==> config.mk <==
export PLATFORM = sky130hd
export DESIGN_NAME = axil_desc_ram
export DESIGN_NICKNAME = d
export VERILOG_FILES = /design/src/rtl/axil_desc_ram.sv
export SDC_FILE = /design/constraint.sdc
export NUM_CORES = 2
export LEC_CHECK = 0
export ABC_AREA = 1
export BUFFER_PORTS_ARGS = -buffer_cell sky130_fd_sc_hd__buf_2
export CORE_MARGIN = 3
export CORE_UTILIZATION = 35
export CTS_CLUSTER_DIAMETER = 40
export DETAILED_ROUTE_END_ITERATION = 16
export SKIP_LAST_GASP = 1
export SYNTH_ARGS = -nofsm -noshare
export SYNTH_HDL_FRONTEND = slang
export SYNTH_SLANG_ARGS = --single-unit
==> constraint.sdc <==
create_clock -name S_AXI_aclk -period 2.3 [get_ports S_AXI_aclk]
set_input_delay 0 -clock S_AXI_aclk [delete_from_list [all_inputs] [get_ports S_AXI_aclk]]
set_output_delay 0 -clock S_AXI_aclk [all_outputs]
set_load 0.03 [all_outputs]
==> src/rtl/axil_desc_ram.sv <==
// AXI4-Lite slave backed by a register RAM for scatter-gather descriptors.
// Optional CTRL-word doorbell output enabled by AXIL_DESC_RAM_DOORBELL_EN.
module axil_desc_ram #(
  parameter int                    DATA_WIDTH = 32,
  parameter int                    ADDR_WIDTH = 32,
  parameter logic [ADDR_WIDTH-1:0] BASE_ADDR  = 32'h0001_0000,
  parameter int                    DEPTH      = 64
) (
  input  logic                    S_AXI_aclk,
  input  logic                    S_AXI_aresetn,
  input  logic [ADDR_WIDTH-1:0]   S_AXI_awaddr,
  input  logic [2:0]              S_AXI_awprot,
  input  logic                    S_AXI_awvalid,
  output logic                    S_AXI_awready,
  input  logic [DATA_WIDTH-1:0]   S_AXI_wdata,
  input  logic [DATA_WIDTH/8-1:0] S_AXI_wstrb,
  input  logic                    S_AXI_wvalid,
  output logic                    S_AXI_wready,
  output logic [1:0]              S_AXI_bresp,
  output logic                    S_AXI_bvalid,
  input  logic                    S_AXI_bready,
  input  logic [ADDR_WIDTH-1:0]   S_AXI_araddr,
  input  logic [2:0]              S_AXI_arprot,
  input  logic                    S_AXI_arvalid,
  output logic                    S_AXI_arready,
  output logic [DATA_WIDTH-1:0]   S_AXI_rdata,
  output logic [1:0]              S_AXI_rresp,
  output logic                    S_AXI_rvalid,
  input  logic                    S_AXI_rready
`ifdef AXIL_DESC_RAM_DOORBELL_EN
  ,
  output logic                    doorbell,
  output logic [$clog2(DEPTH)-1:0] doorbell_idx
`endif
);

  localparam int                    IDX_W    = $clog2(DEPTH);
  localparam logic [ADDR_WIDTH-1:0] OFS_MASK = ADDR_WIDTH'(DEPTH*4-1);
  localparam logic [1:0]            RESP_OKAY   = 2'b00;
  localparam logic [1:0]            RESP_SLVERR = 2'b10;

  logic [DATA_WIDTH-1:0]   mem [DEPTH];
  logic                    aw_full;
  logic                    w_full;
  logic [ADDR_WIDTH-1:0]   aw_addr;
  logic [DATA_WIDTH-1:0]   w_data;
  logic [DATA_WIDTH/8-1:0] w_strb;
  logic                    wr_fire;
  logic                    wr_hit;
  logic [IDX_W-1:0]        wr_idx;
  logic                    rd_hit;
  logic [IDX_W-1:0]        rd_idx;
  logic                    unused_prot;

  assign wr_fire = aw_full && w_full;
  assign wr_hit  = (aw_addr & ~OFS_MASK) == BASE_ADDR;
  assign wr_idx  = aw_addr[IDX_W+1:2];
  assign rd_hit  = (S_AXI_araddr & ~OFS_MASK) == BASE_ADDR;
  assign rd_idx  = S_AXI_araddr[IDX_W+1:2];
  assign unused_prot = ^{S_AXI_awprot, S_AXI_arprot};

  // AW and W are captured independently; readies stay low until the B handshake.
  always_ff @(posedge S_AXI_aclk or negedge S_AXI_aresetn) begin
    if (!S_AXI_aresetn) begin
      S_AXI_awready <= 1'b0;
      S_AXI_wready  <= 1'b0;
      S_AXI_bvalid  <= 1'b0;
      S_AXI_bresp   <= RESP_OKAY;
      aw_full       <= 1'b0;
      w_full        <= 1'b0;
      aw_addr       <= '0;
      w_data        <= '0;
      w_strb        <= '0;
    end else begin
      if (!aw_full && !S_AXI_bvalid) S_AXI_awready <= 1'b1;
      if (!w_full && !S_AXI_bvalid)  S_AXI_wready  <= 1'b1;
      if (S_AXI_bvalid && S_AXI_bready) begin
        S_AXI_bvalid  <= 1'b0;
        S_AXI_awready <= 1'b1;
        S_AXI_wready  <= 1'b1;
      end
      if (S_AXI_awvalid && S_AXI_awready) begin
        aw_addr       <= S_AXI_awaddr;
        aw_full       <= 1'b1;
        S_AXI_awready <= 1'b0;
      end
      if (S_AXI_wvalid && S_AXI_wready) begin
        w_data       <= S_AXI_wdata;
        w_strb       <= S_AXI_wstrb;
        w_full       <= 1'b1;
        S_AXI_wready <= 1'b0;
      end
      if (wr_fire) begin
        aw_full      <= 1'b0;
        w_full       <= 1'b0;
        S_AXI_bvalid <= 1'b1;
        S_AXI_bresp  <= wr_hit ? RESP_OKAY : RESP_SLVERR;
      end
    end
  end

  always_ff @(posedge S_AXI_aclk) begin
    if (wr_fire && wr_hit) begin
      for (int b = 0; b < DATA_WIDTH/8; b++) begin
        if (w_strb[b]) mem[wr_idx][8*b +: 8] <= w_data[8*b +: 8];
      end
    end
  end

  // Read data is taken from the RAM before any same-edge write lands.
  always_ff @(posedge S_AXI_aclk or negedge S_AXI_aresetn) begin
    if (!S_AXI_aresetn) begin
      S_AXI_arready <= 1'b0;
      S_AXI_rvalid  <= 1'b0;
      S_AXI_rdata   <= '0;
      S_AXI_rresp   <= RESP_OKAY;
    end else begin
      if (!S_AXI_rvalid) S_AXI_arready <= 1'b1;
      if (S_AXI_rvalid && S_AXI_rready) begin
        S_AXI_rvalid  <= 1'b0;
        S_AXI_arready <= 1'b1;
      end
      if (S_AXI_arvalid && S_AXI_arready) begin
        S_AXI_arready <= 1'b0;
        S_AXI_rvalid  <= 1'b1;
        S_AXI_rdata   <= rd_hit ? mem[rd_idx] : '0;
        S_AXI_rresp   <= rd_hit ? RESP_OKAY : RESP_SLVERR;
      end
    end
  end

`ifdef AXIL_DESC_RAM_DOORBELL_EN
  logic db_hit;
  assign db_hit = wr_fire && wr_hit && ((32'(wr_idx) & 32'hF) == 32'h5);

  // Pulse lines up with the bvalid rising edge of a CTRL-word write.
  always_ff @(posedge S_AXI_aclk or negedge S_AXI_aresetn) begin
    if (!S_AXI_aresetn) begin
      doorbell     <= 1'b0;
      doorbell_idx <= '0;
    end else begin
      doorbell <= db_hit;
      if (db_hit) doorbell_idx <= wr_idx;
    end
  end
`endif

endmodule

## Word level (Yosys, flattened, before mapping)

Memory sizes are Yosys's and may differ from the RTL's.
Cells that the tools add are included.

| word-level totals | value |
|---|---|
| bits in registers | 111 |
| RAM bits | 2048 |
| input port bits | 113 |
| output and inout bits | 41 |
| logic and storage cells | 67 |
| memories | 1 |

Memories:

| memory | words | bits a word | rd ports | clocked after Yosys merged registers in | wr ports | line | text |
|---|---|---|---|---|---|---|---|
| mem | 64 | 32 | 1 | 0 | 1 | 42 | `logic [DATA_WIDTH-1:0] mem [DEPTH];` |

| cells by class | value |
|---|---|
| equal/unequal tests | 3 |
| mux-type cells | 32 |
| reductions and logical operators | 18 |

Operators by type and width:

| cell | number |
|---|---|
| == test 24 x 9 -> 1 bit, second input constant | 2 |
| 2-to-1 mux 32 bit | 1 |
| 2-to-1 mux 1 bit | 29 |
| logical AND 1 bit | 9 |
| nonzero test 2 bit | 4 |
| nonzero test 3 bit | 2 |
| 2-to-1 mux 2 bit | 2 |
| zero test 1 bit | 3 |
| inequality test 3 x 1 -> 1 bit, second input constant | 1 |

## Depth between registers and ports, before layout

| depth | value |
|---|---|
| depth after elaboration | 5 |
| mapped depth | 15 |
| depth with buffers taken out | 11 |

## Worst setup path before layout

No wires, ideal clock.

| path | value |
|---|---|
| path type | register to register |
| start | register aw_addr[25] |
| end | memory mem[10][0] (enable) |
| setup time | 0.370 ns |
| arrival | 1.846 ns |
| data required time | 1.930 ns |
| setup slack | 0.084 ns |
| stages on the path, launching flop included | 7 |
| buffers on the path | 1 |
| period minus slack after synthesis | 2.216 ns |
| path through | dfrtp_1 nor4_1 nand3_1 nor4_4 nand2_2 buf_6 nor2_1 |

| on the way | value |
|---|---|
| longest elaborated chain between the ends | 4 |

RTL lines:

| item | line | text |
|---|---|---|
| from (decl) | 45 | `logic [ADDR_WIDTH-1:0] aw_addr;` |
| from (signal assigned) | 83 | `aw_addr <= S_AXI_awaddr;` |
| == test 24 x 9 -> 1 bit | 56 | `assign wr_hit = (aw_addr & ~OFS_MASK) == BASE_ADDR;` |
| logical AND 1 bit | 103 | `if (wr_fire && wr_hit) begin` |
| 2-to-1 mux 1 bit | 103 |  |
| 2-to-1 mux 1 bit (not written as such) | 105 | `if (w_strb[b]) mem[wr_idx][8*b +: 8] <= w_data[8*b +: 8];` |
| to (decl) | 42 |  |

Every way passes these cells.

## Final worst setup path

| path | value |
|---|---|
| start | register S_AXI_wready |
| end | register w_data[9] |

| on the way | value |
|---|---|
| longest elaborated chain between the ends | 1 |

RTL lines:

| item | line | text |
|---|---|---|
| from (decl) | 18 | `output logic S_AXI_wready,` |
| from (signal assigned) | 66 | `S_AXI_wready <= 1'b0;` |
| from (signal assigned) | 76 | `if (!w_full && !S_AXI_bvalid) S_AXI_wready <= 1'b1;` |
| from (signal assigned) | 80 | `S_AXI_wready <= 1'b1;` |
| logical AND 1 bit | 87 | `if (S_AXI_wvalid && S_AXI_wready) begin` |
| to (signal assigned) | 88 | `w_data <= S_AXI_wdata;` |
| to (decl) | 46 | `logic [DATA_WIDTH-1:0] w_data;` |

Every way passes these cells.
A chain may end at the register's enable or synchronous reset.

==> run summary <==
crit-path max FO = 5
Syn Area/Cell = 11.4 µm²
Setup Skew = 59.3 ps
CP delay by family, top = buffers and inverters
clock insertion delay at the later pin of the skew report = 950 ps
core area = 0.249 mm²
drt wl/cell = 23.1 µm
Data required, critical path = 3120 ps
switch share = 0.283
layout cells sized above 1 = 0.152
Max Freq = 397 MHz
RSZ-0062 raised after global routing = true
# setup viols final = 792
total design power = 111 mW
worst reg-to-reg setup slack = -220 ps
Nets = 8,685
setup slack after layout = -219 ps
ranking of synthesized cells by area = edfxtp_1, nand2_1, nand3_1
Final Hold Fails = 0
final core occ = 0.438
delay of the slowest critical-path stage = 600 ps
pwr dens = 1010 mW/mm²
Residual DRC = 0
initial antenna violation count = 13
dpl ws = -155 ps
grt ovf = 0
WL final = 280 mm
sequential share of power = 0.455
Startpoint Class = register
vias per cell = 5.19
Tcrit/Tclk final = 1.10
Worst-path clk slew = 60 ps
drt pass-1 iters = 6
cell mode on critical path = nand2_1
Sink Count = 2,155
clock share of power = 0.396
fin. max-slew vios = 0
pin count of the biggest net entering global routing = 114
# rows = 183
Worst Path Arrival = 3340 ps
gr usage total = 0.211
design internal power = 79.4 mW
Comb pwr share = 0.149
antenna-violating nets left = 0
Slowest cell on crit path = dlygate4sd3_1
DIE AREA = 0.258 mm²
DR vias = 62,900
Ports = 154
CTS tree = done
status = finished with violations
crit path buf inv count = 6
cells along the critical path = nand2_1 > buf_6 > clkinvlp_4 > buf_4 > clkbuf_16 > nand2_1 > dlygate4sd3_1 > nand2_1 > dlygate4sd3_1
distinct cell type count after synthesis = 22
Die Width = 507 µm
Initial Util = 0.353
Syn Inst Count = 7,728
failing checks = setup timing
DP HPWL = 182 mm
WS Path Type = reg -> reg
CTS buffer count = 295
share of the synthesized area in the top cell type = 0.699
Worst-Margin Slew = 736 ps
cell area after synthesis = 0.0880 mm²
Max H-tree Level = 5
MaxCap Viol Count = 0
Area growth, synth to finish = 24.1%
Synth warnings = 0
fin crit period = 2520 ps
NetSw = 31.3 mW
Slew headroom = 0.510
maximum VDD drop = 1390 µV
Buffers on Ports = 141
top cell type by total area after synthesis = edfxtp_1
die height = 507 µm
first-pass GRT wire length = 402 mm
CTS Root Cell = clkbuf_16
maximum clock insertion buffer count = 4
flops & latches, synth = 2,155
leakage power = 41.1 nW
Iter 0 DRT Violations = 8,075
part of the Yosys area used for sequential elements = 0.729
Worst setup EP type = register
Final Wtd Congestion = 0.919
worst hold path type = in -> reg
number of global-route vias before repair = 61,800
## final cells by class
class | instances | area (µm²)
Sequential cell | 2155 | 64200
Multi-Input combinational cell | 5064 | 21400
Tap cell | 3330 | 4170
Antenna cell | 8 | 20.0
Fill cell | 22600 | 140000
Inverter | 21 | 116
Timing Repair Buffer | 1035 | 9830
Clock buffer | 339 | 7730
Clock inverter | 173 | 1750
## tightest hold or removal path: stages
cell     delay, ps
buf_8          140
buf_4          240
nand3_1        110
nand3_1         70
nand2_1         70
nand2_1         50
nand3_1         60
nand2_1         50
nand2_1         50
nand3_1         70
nand2_1         60
## timing repair
item | 4_1_cts | 5_1_grt
cloned | 1 | 6
endpoints found under the setup margin | 1966 | 2039
resized for setup | 11 | 71
buffers inserted | 0 | 10
hold buffers | 231 | 0
pin swaps | 0 | 1
hold endpoints to repair | 213 | 0
## layer usage
metal / track usage / part of all wire / vias to the layer above
li1: - / - / 28600
met3: 0.0411 / 0.090 / 541
met2: 0.339 / 0.47 / 3104
met5: 0.00444 / 0.00064 / -
met1: 0.273 / 0.39 / 30600
met4: 0.107 / 0.051 / 4
## synth_stat cells
master / number
o21ai_0: 14
nor3_1: 17
conb_1: 1
nand4_1: 2
buf_4: 43
nand2_2: 4
buf_2: 279
nor2_1: 271
inv_2: 2
edfxtp_1: 2048
buf_1: 36
nand3b_1: 1
dfrtp_1: 107
nand3_1: 1671
nand2_1: 3068
a21oi_1: 2
nor4_4: 1
inv_1: 18
clkbuf_1: 102
inv_4: 1
buf_6: 29
nor4_1: 11
## path summary, 6_finish.rpt
kind / startpoint / to / depth (start not counted)
setup / recovery: S_AXI_wready / w_data[9] / 9
hold / removal: S_AXI_araddr[3] / S_AXI_rdata[20] / 11
setup reg to reg: S_AXI_wready / w_data[9] / 9
hold reg to reg: S_AXI_rdata[3] / S_AXI_rdata[3] / 2
max in group asynchronous: S_AXI_aresetn / aw_addr[28] / 5
min in group asynchronous: S_AXI_aresetn / aw_addr[15] / 4
## layout by cell type, fill, tap and decap left out, types with 3 or more instances in the layout
master            n
clkinvlp_4       26
buf_12          125
clkinv_2         23
dfrtp_1          75
clkbuf_16       308
nor4_1            8
inv_1            15
dlygate4sd3_1   228
inv_8            24
nor2_4           15
buf_6            17
nand2_1        3067
nand2_2           4
clkinv_4         23
bufinv_16        16
clkbuf_8          3
buf_2           135
buf_8             5
dfrtp_2          31
clkinv_1         20
clkinv_8          8
nor2_2           10
clkbuf_1         34
edfxtp_1       2048
buf_4           516
nor4_4            3
nor2_1          246
diode_2           8
nor3_1           16
nand3_1        1670
o21ai_0          14
buf_16            3
inv_6            36
## logic make-up after synthesis
logic type	share of synthesized area
and+or+nand+nor	0.240
DFF	0.729
buffers and inverters	0.0300
other	0.0000426
AOI/OAI and AO/OA	0.000910
## flip-flops by register name (all words and copies together), names as in the netlist, 4 cells and up
register	count
mem	2048
w_data	32
aw_addr	30
S_AXI_rdata	32
w_strb	4
## power by group through the flow
stage	Sequential (mW)	Clock, mW	Combinational (mW)
2_1_floorplan	52.6	0	3.63
3_3_place_gp	51.0	0	15.5
4_1_cts	50.3	44.3	16.1
6_report	50.3	43.8	16.5
3_5_place_dp	51.0	0	15.4
5_1_grt	50.4	46.1	17.4
## metrics by stage
| stage | TNS [ps] | cell area (µm²) | std cells | hold slack, ps |
|---|---|---|---|---|
| after global placement | -181060 | 96900 | 11400 | -16.8 |
| final | -30860 | 109000 | 12100 | 102 |
| after floorplan | 0 | 88000 | 7729 | -296 |
| after global routing | -151800 | 109000 | 12100 | 64.7 |
| after CTS | -40010 | 109000 | 12100 | 36.3 |
| after detailed placement | -116430 | 96900 | 11400 | -10.7 |
No activity file was read; power rests on OpenSTA's default activity.
